$ cat src/rtl/bcd_down_timer.sv
// bcd_down_timer: multi-digit BCD countdown timer.
// A packed BCD preset is loaded through a valid/ready handshake. While
// running, each tick strobe decrements the count by one BCD step. Reaching
// zero raises a single-cycle done pulse.
module bcd_down_timer #(
    parameter int unsigned DIGITS = 4
) (
    input  logic                  clock,
    input  logic                  reset,
    input  logic                  load_valid,
    output logic                  load_ready,
    input  logic [4*DIGITS-1:0]   load_value,
    output logic                  load_error,
    input  logic                  start,
    input  logic                  pause,
    input  logic                  tick,
    output logic [4*DIGITS-1:0]   count,
    output logic                  running,
    output logic                  done
);

    localparam int unsigned W = 4 * DIGITS;

    typedef enum logic [2:0] {
        S_IDLE,
        S_ARMED,
        S_RUN,
        S_PAUSED,
        S_EXPIRED
    } state_t;

    state_t         state_q, state_d;
    logic [W-1:0]   count_q, count_d;
    logic           done_q, done_d;
    logic           err_q, err_d;
    logic           running_q;

    logic           load_accept;
    logic           preset_ok;
    logic           count_is_zero;
    logic           count_is_one;
    logic [W-1:0]   count_dec;

    // True when every nibble of the value is a legal decimal digit.
    function automatic logic bcd_is_valid(input logic [W-1:0] v);
        logic ok;
        ok = 1'b1;
        for (int unsigned i = 0; i < DIGITS; i++) begin
            if (v[4*i +: 4] > 4'd9) begin
                ok = 1'b0;
            end
        end
        return ok;
    endfunction

    // BCD subtract-one: zero digits become 9 and pass the borrow upward;
    // the first nonzero digit absorbs it and higher digits are untouched.
    function automatic logic [W-1:0] bcd_decrement(input logic [W-1:0] v);
        logic [W-1:0] r;
        logic         borrow;
        r      = v;
        borrow = 1'b1;
        for (int unsigned i = 0; i < DIGITS; i++) begin
            if (borrow) begin
                if (v[4*i +: 4] == 4'd0) begin
                    r[4*i +: 4] = 4'd9;
                end else begin
                    r[4*i +: 4] = v[4*i +: 4] - 4'd1;
                    borrow      = 1'b0;
                end
            end
        end
        return r;
    endfunction

    // Handshake readiness is a pure decode of the state register, so an
    // asynchronous reset raises it immediately.
    always_comb begin
        load_ready = 1'b0;
        case (state_q)
            S_IDLE, S_ARMED, S_EXPIRED: load_ready = 1'b1;
            default:                    load_ready = 1'b0;
        endcase
    end

    // Derived conditions used by the next-state logic.
    always_comb begin
        load_accept   = load_valid & load_ready;
        preset_ok     = bcd_is_valid(load_value);
        count_is_zero = (count_q == '0);
        count_is_one  = (count_q == W'(1));
        count_dec     = bcd_decrement(count_q);
    end

    // Next-state, next-count and pulse generation.
    // A handshake in ARMED (accepted or rejected) takes precedence over start.
    always_comb begin
        state_d = state_q;
        count_d = count_q;
        done_d  = 1'b0;
        err_d   = 1'b0;

        if (load_accept) begin
            if (preset_ok) begin
                count_d = load_value;
                state_d = S_ARMED;
            end else begin
                // Back-to-back rejects must not stretch the error pulse.
                err_d = ~err_q;
            end
        end else begin
            case (state_q)
                S_ARMED: begin
                    if (start) begin
                        if (count_is_zero) begin
                            state_d = S_EXPIRED;
                            done_d  = 1'b1;
                        end else begin
                            state_d = S_RUN;
                        end
                    end
                end
                S_RUN: begin
                    if (pause) begin
                        state_d = S_PAUSED;
                    end else if (tick) begin
                        count_d = count_dec;
                        if (count_is_one) begin
                            state_d = S_EXPIRED;
                            done_d  = 1'b1;
                        end
                    end
                end
                S_PAUSED: begin
                    if (!pause) begin
                        state_d = S_RUN;
                    end
                end
                default: begin
                    state_d = state_q;
                end
            endcase
        end
    end

    // State, count and registered status outputs.
    always_ff @(posedge clock or posedge reset) begin
        if (reset) begin
            state_q   <= S_IDLE;
            count_q   <= '0;
            done_q    <= 1'b0;
            err_q     <= 1'b0;
            running_q <= 1'b0;
        end else begin
            state_q   <= state_d;
            count_q   <= count_d;
            done_q    <= done_d;
            err_q     <= err_d;
            running_q <= (state_d == S_RUN);
        end
    end

    // Output port drive.
    always_comb begin
        count      = count_q;
        running    = running_q;
        done       = done_q;
        load_error = err_q;
    end

endmodule

$ cat config.mk
export PLATFORM = sky130hd
export DESIGN_NAME = bcd_down_timer
export DESIGN_NICKNAME = d
export VERILOG_FILES = /design/src/rtl/bcd_down_timer.sv
export SDC_FILE = /design/constraint.sdc
export NUM_CORES = 1
export LEC_CHECK = 0
export CAP_MARGIN = 20
export CORE_ASPECT_RATIO = 0.75
export CORE_MARGIN = 2
export CORE_UTILIZATION = 40
export CTS_CLUSTER_SIZE = 20
export DETAILED_ROUTE_END_ITERATION = 7
export GPL_TIMING_DRIVEN = 1
export PLACE_DENSITY = 0.69
export SETUP_SLACK_MARGIN = 0.15
export SYNTH_ARGS = -nofsm -noshare
export SYNTH_HDL_FRONTEND = slang
export SYNTH_SLANG_ARGS = --single-unit
$ cat constraint.sdc
create_clock -name clock -period 4.39 [get_ports clock]
set_clock_uncertainty 0.05 [all_clocks]
set_input_delay 0.6585 -clock clock [delete_from_list [all_inputs] [get_ports clock]]
set_output_delay 0.6585 -clock clock [all_outputs]
set_load 0.1 [all_outputs]
==> summary.md, run 1 <==
| Metric | Value |
|---|---|
| Clk sink count | `22` |
| I/O pins | `42` |
| Post-DP HPWL | `3110 um` |
| Arrival time at the worst endpoint | `2.55 ns` |
| Clock transition at the registers of the reported paths | `0.09 ns` |
| Starting Density | `42.8%` |
| Commonest cells in the netlist | `22 x dfrtp_1, 12 x a21oi_1, 12 x nand2_1` |
| P_int | `0.440 mW` |
| Net Sw Frac | `53.1%` |
| Pwr/cell area | `492 nW/um^2` |
| Buf+Inv Stages, Crit Path | `1` |
| Area leader, netlist | `dfrtp_1` |
| H-tree levels | `1` |
| Yosys Warn Count | `0` |
| Crit-path max FO | `14` |
| Final ANT Viol Nets | `0` |
| DRT iter0 DRCs | `212` |
| Post-route clock period utilization | `74.2%` |
| Cell Area, Synth | `1440 sq um` |
| Syn_nets | `184` |
| Hold Vio Cnt, Final | `0` |
| TritonCTS clock tree | `done` |
| Root Buffer | `clkbuf_8` |
| Layout Utilization | `56.8%` |
| Crit. End Element | `output port` |
| M2 GR Usage | `34.0%` |
| Clk pwr share | `16.4%` |
| Drt total wl | `4560 um` |
| Post-synthesis sequential area ratio | `38.3%` |
| Critical path's largest stage delay | `1.25 ns` |
| Vias in the first global route | `1524` |
| Core area | `3360 sq um` |
| Resized Gates After CTS | `0` |
| Critical path launch point type | `flip-flop` |
| Max Fclk | `307 MHz` |
| Placed cell area | `1850 sq um` |
| Met3 Track Usage GR | `5.80%` |
| Buffers from clock root to sink, at most | `2` |
| Hold/Removal Path Class | `flip-flop to flip-flop` |
| LEAKAGE | `0.765 nW` |
| CP Class | `flip-flop to output port` |
| Max-Cap Viols | `0` |
| CTS Buf Count | `3` |
| Global Route Usage Sum | `24.2%` |
| Syn_area_per_cell | `8.87 sq um` |
| Die H | `55.9 um` |
| Post-synth EDFFs | `0` |
| Initial antenna violation count | `0` |
| WHS Path Cells | `1` |
| Hold-fix buffers, CTS | `0` |
| Worst-Margin Slew | `0.981 ns` |
| Req. time, crit path | `3.68 ns` |
| FP Rows | `18` |
| Final TNS setup | `0 ns` |
| Top delay family on crit path | `buffers and inverters` |
| Skew-Pair Late Insertion Delay | `0.28 ns` |
| RSZ-0062 raised after global routing | `no` |
| RD Place Congestion | `0.838` |
| DRC viols | `0` |
| Reg-to-Reg End | `count[8]` |
| Top cells by area, synth | `dfrtp_1 38%, o221ai_1 5.5%, a21oi_1 4.2%` |
| Vias per inst | `6.72` |
| Die area | `4090 sq um` |
| Psw | `0.497 mW` |
| Synth Flop Type | `dfrtp_1` |
| FF-to-FF setup slack | `1.84 ns` |
| Final Cell Area | `1910 sq um` |
| CP Cell Sequence | `a21oi_2, clkdlybuf4s50_1` |
| R2R cell count | `4` |
| Port Buffers | `41` |
| Yosys reg bits | `22` |
| Slew HR | `34.4%` |
| Pin count of the biggest net entering global routing | `23` |
| Outcome | `finished, final reports clean` |
| Sequential fraction of design power | `33.1%` |
| Synth cell types | `43` |
| Pre-antenna DRT Iters | `5` |
| WL/cell | `19.2 um` |
| Synth async-reset ratio | `100%` |
| Minimum clock period | `3.26 ns` |
| Most numerous cell in the Yosys netlist | `dfrtp_1` |
| Hold Path Origin | `load_error` |
| Post-Synthesis Cells | `162` |
| Slew Limit Fails | `0` |
| Nets | `221` |
| Met1 Use GR | `37.2%` |
| Logic pwr share | `50.5%` |
| Layout cell share with drive strength beyond 1 | `6.57%` |
| Antenna diodes | `0` |
| Area grow syn2layout | `32.6%` |
| Global-route wire length before repair | `7730 um` |
| Gr busiest metal | `met1` |
| WHS Endpoint | `load_error` |
| Layout fillers | `296` |
| Worst r2r src | `state_q[2]` |
| Area share of the largest cell type after synthesis | `38.3%` |
| Vias | `1600` |
| Die width | `73.2 um` |
| Post-CTS Setup Bufs | `0` |
| Highest-delay cell along the critical path | `clkdlybuf4s50_1` |
| Final setup viols | `0` |
| Grt ovf | `0` |
| Peak VDD IR | `270 uV` |
power groups by stage:
| stage | Sequential [mW] | Combinational, mW | Clock, mW |
|---|---|---|---|
| floorplan | 0.550 | 0.108 | 0 |
| global placement | 0.308 | 0.467 | 0 |
| detailed placement | 0.309 | 0.470 | 0 |
| CTS | 0.307 | 0.472 | 0.154 |
| global route | 0.318 | 0.491 | 0.162 |
| finish | 0.310 | 0.473 | 0.154 |
cells in the final DEF (no fill, tap or decap), types with 2 or more instances in the layout:
cell	instances
a2111oi_0	3
o211ai_1	3
o32ai_1	2
nor4_1	4
nor3_1	8
nor2_1	10
clkdlybuf4s50_1	41
a21oi_1	12
and4_1	2
a211oi_1	6
o22ai_1	2
o221ai_1	9
and3_1	3
a31oi_1	3
dfrtp_1	22
nand2b_1	2
nand4_1	2
clkbuf_8	4
a2bb2oi_1	3
nand2_1	12
a22oi_1	5
o21ai_0	6
nand3_1	5
nand3b_1	2
mux2i_1	2
inv_1	9
final cells by class:
type                       count  area [sq um]  area share [%]
multi-input combinational    121           798            41.9
timing repair buffer          42           418            21.9
sequential                    22           551            28.9
inverter                       9          33.8            1.77
tap                           40          50.0            2.63
clock buffer                   4          55.1            2.89
kinds of logic after synthesis:
logic type / after synthesis / synth area share, %
flip-flops: 22 / 38.3
buffers and inverters: 19 / 6.18
AO/OA/AOI/OAI: 60 / 29.7
multiplexers: 2 / 1.39
AND/OR/NAND/NOR: 59 / 24.5
worst max-delay path by stage:
stage                from         end  slack (ns)  depth (start not counted)
2_1_floorplan    count[0]   count[14]        2.21                          5
3_3_place_gp   load_valid    count[8]        1.44                          4
3_5_place_dp   load_valid    count[8]        1.46                          4
4_1_cts        state_q[2]  load_ready        1.18                          2
5_1_grt        state_q[2]  load_ready        1.05                          2
6_report       state_q[2]  load_ready        1.13                          2
worst reg2reg max path: stages, from the launching register on:
cell and delay [ns]:
dfrtp_1 0.48, a21oi_2 0.55, and2_0 0.76, a21oi_1 0.29
a211oi_1 0.34
state kept, by name (all words and copies together), names as in the netlist:
register    flops
count          16
done            1
load_error      1
running         1
state_q         3
stage by stage:
step | cells | hold slack (ns) | worst slack [ns] | total power, mW
floorplan | 162 | 0.511 | 2.21 | 0.658
global placement | 234 | 0.382 | 1.44 | 0.775
detailed placement | 234 | 0.383 | 1.46 | 0.779
CTS | 238 | 0.398 | 1.18 | 0.934
global route | 238 | 0.435 | 1.05 | 0.971
finish | 238 | 0.394 | 1.13 | 0.937
per-layer routing:
| layer | routed length (um) | part of all wire (%) |
|---|---|---|
| met1 | 2130 | 47 |
| met2 | 1980 | 43 |
| met3 | 404 | 8.9 |
| met4 | 49 | 1.1 |
| met5 | 0 | 0 |
No activity file was read; power rests on OpenSTA's default activity.
==> inputs of run 2 (changes only) <==
--- a/config.mk
+++ b/config.mk
@@ -12,7 +12,7 @@
 export CTS_CLUSTER_SIZE = 20
 export DETAILED_ROUTE_END_ITERATION = 7
 export GPL_TIMING_DRIVEN = 1
-export PLACE_DENSITY = 0.69
+export PLACE_DENSITY = 0.72
 export SETUP_SLACK_MARGIN = 0.15
 export SYNTH_ARGS = -nofsm -noshare
 export SYNTH_HDL_FRONTEND = slang
==> constraint.sdc (replaced) <==
create_clock -name clock -period 2.9 [get_ports clock]
set_clock_uncertainty 0.05 [all_clocks]
set_input_delay 0.435 -clock clock [delete_from_list [all_inputs] [get_ports clock]]
set_output_delay 0.435 -clock clock [all_outputs]
set_load 0.1 [all_outputs]
==> run 2 against run 1 <==
Critical endpoint is now count[3]. Routed wire length down 5.9%. Combinational power is 46% higher. Via count down 2.9%. Sequential share of layout area down 0.17 points. Sequential power rose by 51%. Utilization up 0.34 points. Hold slack got worse by 0.0028 ns. Clock power is 89% higher. Clock-buffer cell count down 1.
==> summary.md, run 2 (synthesized netlist as in run 1, its figures left out) <==
| Metric | Value |
|---|---|
| Outcome | `finished, final reports clean` |
| CP Class | `flip-flop to flip-flop` |
| Hold Vio Cnt, Final | `0` |
| Clk pwr share | `20.1%` |
| Die area | `4090 sq um` |
| Slew Limit Fails | `0` |
| Crit-path max FO | `15` |
| RD Place Congestion | `0.949` |
| Vias in the first global route | `1491` |
| Sequential fraction of design power | `32.3%` |
| Net Sw Frac | `50.9%` |
| Layout cell share with drive strength beyond 1 | `19.1%` |
| Global Route Usage Sum | `21.5%` |
| Worst hold slack | `0.391 ns` |
| Global-route wire length before repair | `7040 um` |
| Area used by multi-input combinational logic | `798 sq um` |
| Post-route clock period utilization | `70.0%` |
| Worst-Margin Slew | `0.874 ns` |
| Pre-antenna DRT Iters | `4` |
| Arrival time at the worst endpoint | `2.10 ns` |
| Post-CTS Setup Bufs | `0` |
| Peak VDD IR | `433 uV` |
| Area grow syn2layout | `33.3%` |
| Die H | `55.9 um` |
| Nets | `227` |
| Clock transition at the registers of the reported paths | `0.09 ns` |
| CTS Buf Count | `3` |
| Skew-Pair Late Insertion Delay | `0.27 ns` |
| Drt total wl | `4290 um` |
| Antenna diodes | `0` |
| Max-Cap Viols | `0` |
| FP Rows | `18` |
| FF+latch area | `551 sq um` |
| Post-DP HPWL | `3200 um` |
| Clk sink count | `22` |
| Pwr/cell area | `755 nW/um^2` |
| Most common cell after layout, fill and taps aside | `buf_4` |
| Vias per inst | `6.36` |
| Final ANT Viol Nets | `0` |
| Die width | `73.2 um` |
| Most frequent cells in the layout | `27 x buf_4, 22 x dfrtp_1, 21 x clkdlybuf4s50_1` |
| Psw | `0.738 mW` |
| Pin count of the biggest net entering global routing | `23` |
| H-tree levels | `1` |
| Core area | `3360 sq um` |
| Final TNS setup | `0 ns` |
| Grt ovf | `0` |
| Buffers from clock root to sink, at most | `2` |
| Crit. End Element | `flip-flop` |
| Critical path launch point type | `flip-flop` |
| Hold/Removal Path Class | `flip-flop to flip-flop` |
| Port Buffers | `41` |
| Resized Gates After CTS | `0` |
| Hold-fix buffers, CTS | `0` |
| Vias | `1553` |
| RSZ-0062 raised after global routing | `no` |
| Final setup viols | `0` |
| Slew HR | `41.6%` |
| Root Buffer | `clkbuf_8` |
| Req. time, crit path | `2.97 ns` |
| WL/cell | `17.6 um` |
| Non-Filler Instances | `244` |
| DRT iter0 DRCs | `134` |
| Starting Density | `42.8%` |
| LEAKAGE | `0.816 nW` |
| DRC viols | `0` |
| I/O pins | `42` |
| Layout fillers | `302` |
| Minimum clock period | `2.03 ns` |
| Dpl cells | `240` |
| TritonCTS clock tree | `done` |
| P_int | `0.710 mW` |
| Max Fclk | `493 MHz` |
| Logic pwr share | `47.6%` |
| Max reg flops | `16` |
| Initial antenna violation count | `0` |
-- run 2: cell count changes in the layout (fill, tap and decap cells not counted), sizes merged --
cell	previous run	this run
buf	1	27
clkdlybuf4s50	41	21
clkbuf	4	3
bufinv	0	1
-- run 2: worst max-delay path: stages, from the launching register on --
cell and delay, ns:
dfrtp_1 0.51, a21oi_2 0.15, buf_4 0.20, nand2_1 0.35, nor2_1 0.28, buf_4 0.19
o221ai_1 0.14
-- run 2: worst paths after layout --
| path | to | slack [ns] | depth (start not counted) | startpoint |
|---|---|---|---|---|
| setup / recovery | count[3] | 0.87 | 6 | state_q[1] |
| min in group asynchronous | count[15] | 0.59 | 2 | reset |
| setup reg to reg | count[3] | 0.87 | 6 | state_q[1] |
| hold / removal | load_error | 0.39 | 1 | load_error |
| max in group asynchronous | count[11] | 1.66 | 2 | reset |
| hold reg to reg | load_error | 0.39 | 1 | load_error |
-- run 2: metrics by stage --
stage	area, sq um	total power [mW]	utilization [%]	worst slack, ns
floorplan	1440	0.997	-	0.722
global placement	1850	1.15	55.0	0.672
detailed placement	1850	1.16	55.0	0.653
CTS	1920	1.45	57.1	0.911
global route	1920	1.51	57.1	0.771
finish	1920	1.45	57.1	0.871
-- run 2: layout make-up --
type	instances	share of cell area [%]
Clock buffer	3	2.15
Clock inverter	1	1.57
Inverter	9	1.76
Multi-Input combinational cell	121	41.6
Sequential cell	22	28.7
Tap cell	40	2.61
Timing Repair Buffer	48	21.5
-- run 2: per-layer routing --
layer / GRT usage [%] / share of wire (%) / up-vias
met5: 0 / 0 / -
met4: 3.44 / 0.63 / 0
li1: - / - / 719
met1: 30.8 / 45 / 761
met2: 33.5 / 48 / 69
met3: 5.07 / 6.7 / 4
-- run 2: power groups by stage --
stage / Combinational, mW / Sequential [mW] / Clock, mW
floorplan: 0.163 / 0.833 / 0
global placement: 0.690 / 0.464 / 0
detailed placement: 0.689 / 0.470 / 0
CTS: 0.692 / 0.466 / 0.291
global route: 0.717 / 0.479 / 0.309
finish: 0.689 / 0.468 / 0.291
==> inputs of run 3 (changes only) <==
==> constraint.sdc (replaced) <==
create_clock -name clock -period 1.8 [get_ports clock]
set_clock_uncertainty 0.05 [all_clocks]
set_input_delay 0.27 -clock clock [delete_from_list [all_inputs] [get_ports clock]]
set_output_delay 0.27 -clock clock [all_outputs]
set_load 0.1 [all_outputs]
==> run 3 against run 2 <==
The flow now finishes with violations (setup timing). Final cell count grew 15%. Non-clock buffer count grew 36. Utilization grew 24 points. Largest power group unchanged.
==> summary.md, run 3 (synthesized netlist as in run 1, its figures left out) <==
| Metric | Value |
|---|---|
| Outcome | `finished, violations left` |
| Failing checks | `setup timing` |
| Arrival time at the worst endpoint | `1.95 ns` |
| Req. time, crit path | `1.91 ns` |
| Crit. End Element | `flip-flop` |
| Highest-delay cell along the critical path | `dfrtp_2` |
| CTS Buf Count | `3` |
| Max reg flops | `16` |
| CP Class | `flip-flop to flip-flop` |
| Vias per inst | `6.68` |
| Area grow syn2layout | `88.3%` |
| Grt ovf | `0` |
| Slew Limit Fails | `0` |
| Worst-Margin Slew | `0.349 ns` |
| Die H | `55.9 um` |
| H-tree levels | `1` |
| Crit-path max FO | `9` |
| Core area | `3360 sq um` |
| Slew HR | `76.1%` |
| Pin count of the biggest net entering global routing | `23` |
| Vias in the first global route | `1744` |
| Worst hold slack | `0.291 ns` |
| Critical path's largest stage delay | `0.45 ns` |
| Skew-Pair Late Insertion Delay | `0.27 ns` |
| Most frequent cells in the layout | `39 x buf_4, 20 x clkdlybuf4s50_1, 20 x buf_12` |
| Max Fclk | `543 MHz` |
| Hold-fix buffers, CTS | `0` |
| Layout Utilization | `80.7%` |
| Starting Density | `42.8%` |
| Critical path launch point type | `flip-flop` |
| Total Power | `2.77 mW` |
| Global-route wire length before repair | `8850 um` |
| Layout cell share with drive strength beyond 1 | `53.5%` |
| Pre-antenna DRT Iters | `5` |
| Drt total wl | `5970 um` |
| Clock transition at the registers of the reported paths | `0.08 ns` |
| Port Buffers | `41` |
| Peak VDD IR | `695 uV` |
| TritonCTS clock tree | `done` |
| Nets | `264` |
| Vias | `1876` |
| Pwr/cell area | `1020 nW/um^2` |
| Post-route clock period utilization | `102%` |
| DRT iter0 DRCs | `308` |
| I/O pins | `42` |
| Clk sink count | `22` |
| Max-Cap Viols | `0` |
| Final setup viols | `1` |
| Die width | `73.2 um` |
| FP Rows | `18` |
| Most common cell after layout, fill and taps aside | `buf_4` |
| Minimum clock period | `1.84 ns` |
| Die area | `4090 sq um` |
| Antenna diodes | `0` |
| Buffers from clock root to sink, at most | `2` |
| DRC viols | `0` |
| CP Cell Sequence | `a21oi_4, and2_1, buf_4, a22oi_2, a211oi_2` |
| RSZ-0062 raised after global routing | `yes` |
| Post-DP HPWL | `3550 um` |
| Final ANT Viol Nets | `0` |
| Initial antenna violation count | `0` |
| Global Route Usage Sum | `27.6%` |
| Hold/Removal Path Class | `input pin to async pin` |
| Setup slack after layout | `-0.0400 ns` |
| Root Buffer | `clkbuf_8` |
| Final TNS setup | `-0.0400 ns` |
| WL/cell | `21.2 um` |
| LEAKAGE | `1.13 nW` |
| RD Place Congestion | `0.913` |
| Hold Vio Cnt, Final | `0` |
## run 3: cell types whose count changed in the layout (fill, tap and decap cells not counted), sizes merged
cell | before | now
nand4 | 3 | 4
bufinv | 1 | 0
buf | 27 | 63
dlymetal6s2s | 0 | 1
clkdlybuf4s50 | 21 | 20
clkbuf | 3 | 4
## run 3: routing by layer
metal | vias up | part of all wire (%) | track usage, %
li1 | 798 | - | -
met1 | 874 | 40 | 40.7
met2 | 174 | 46 | 39.8
met3 | 30 | 10 | 5.25
met4 | 0 | 3.7 | 9.52
met5 | - | 0 | 0
## run 3: worst paths after layout
path                            start  slack (ns)          to  cells after the start
max reg2reg                state_q[0]       -0.04   count[12]                      5
max in group asynchronous       reset        1.15    count[3]                      3
max                        state_q[0]       -0.04   count[12]                      5
min reg2reg                load_error        0.47  load_error                      1
min                             reset        0.29   count[12]                      3
min in group clock              pause        0.36  state_q[0]                      3
## run 3: per-stage QoR
| step | cell area [sq um] | std cells | setup WS [ns] |
|---|---|---|---|
| final | 2710 | 281 | -0.0400 |
| after global routing | 2710 | 281 | -0.0528 |
| after CTS | 2500 | 273 | 0.105 |
| after detailed placement | 2320 | 259 | -0.275 |
| after global placement | 2320 | 259 | -0.177 |
| after floorplan | 1520 | 162 | -0.0121 |
## run 3: cell type report
class,instances,area [sq um]
clock buffers,4,55.1
fillers,195,648
inverters,9,33.8
multi-input cells,122,1040
flip-flops and latches,22,581
well taps,40,50.0
repair buffers,84,951
## run 3: critical path, delay by kind of cell, from the launching register on
kind / cells / cell delay, ns
AOI/OAI and AO/OA: 3 / 0.67
buffers and inverters: 1 / 0.25
DFF: 1 / 0.45
and+or+nand+nor: 1 / 0.30
## run 3: what timing repair did
item | CTS | global route
resized for setup | 13 | 34
pin swaps | 6 | 13
endpoints found under the setup margin | 18 | 20
cloned | 1 | 0
buffers inserted | 9 | 8
## run 3: power by group
part	leakage [nW]	switching (mW)	internal, mW
sequential	0.226	0.224	0.607
clock	0.0288	0.177	0.196
combinational	0.872	0.975	0.589
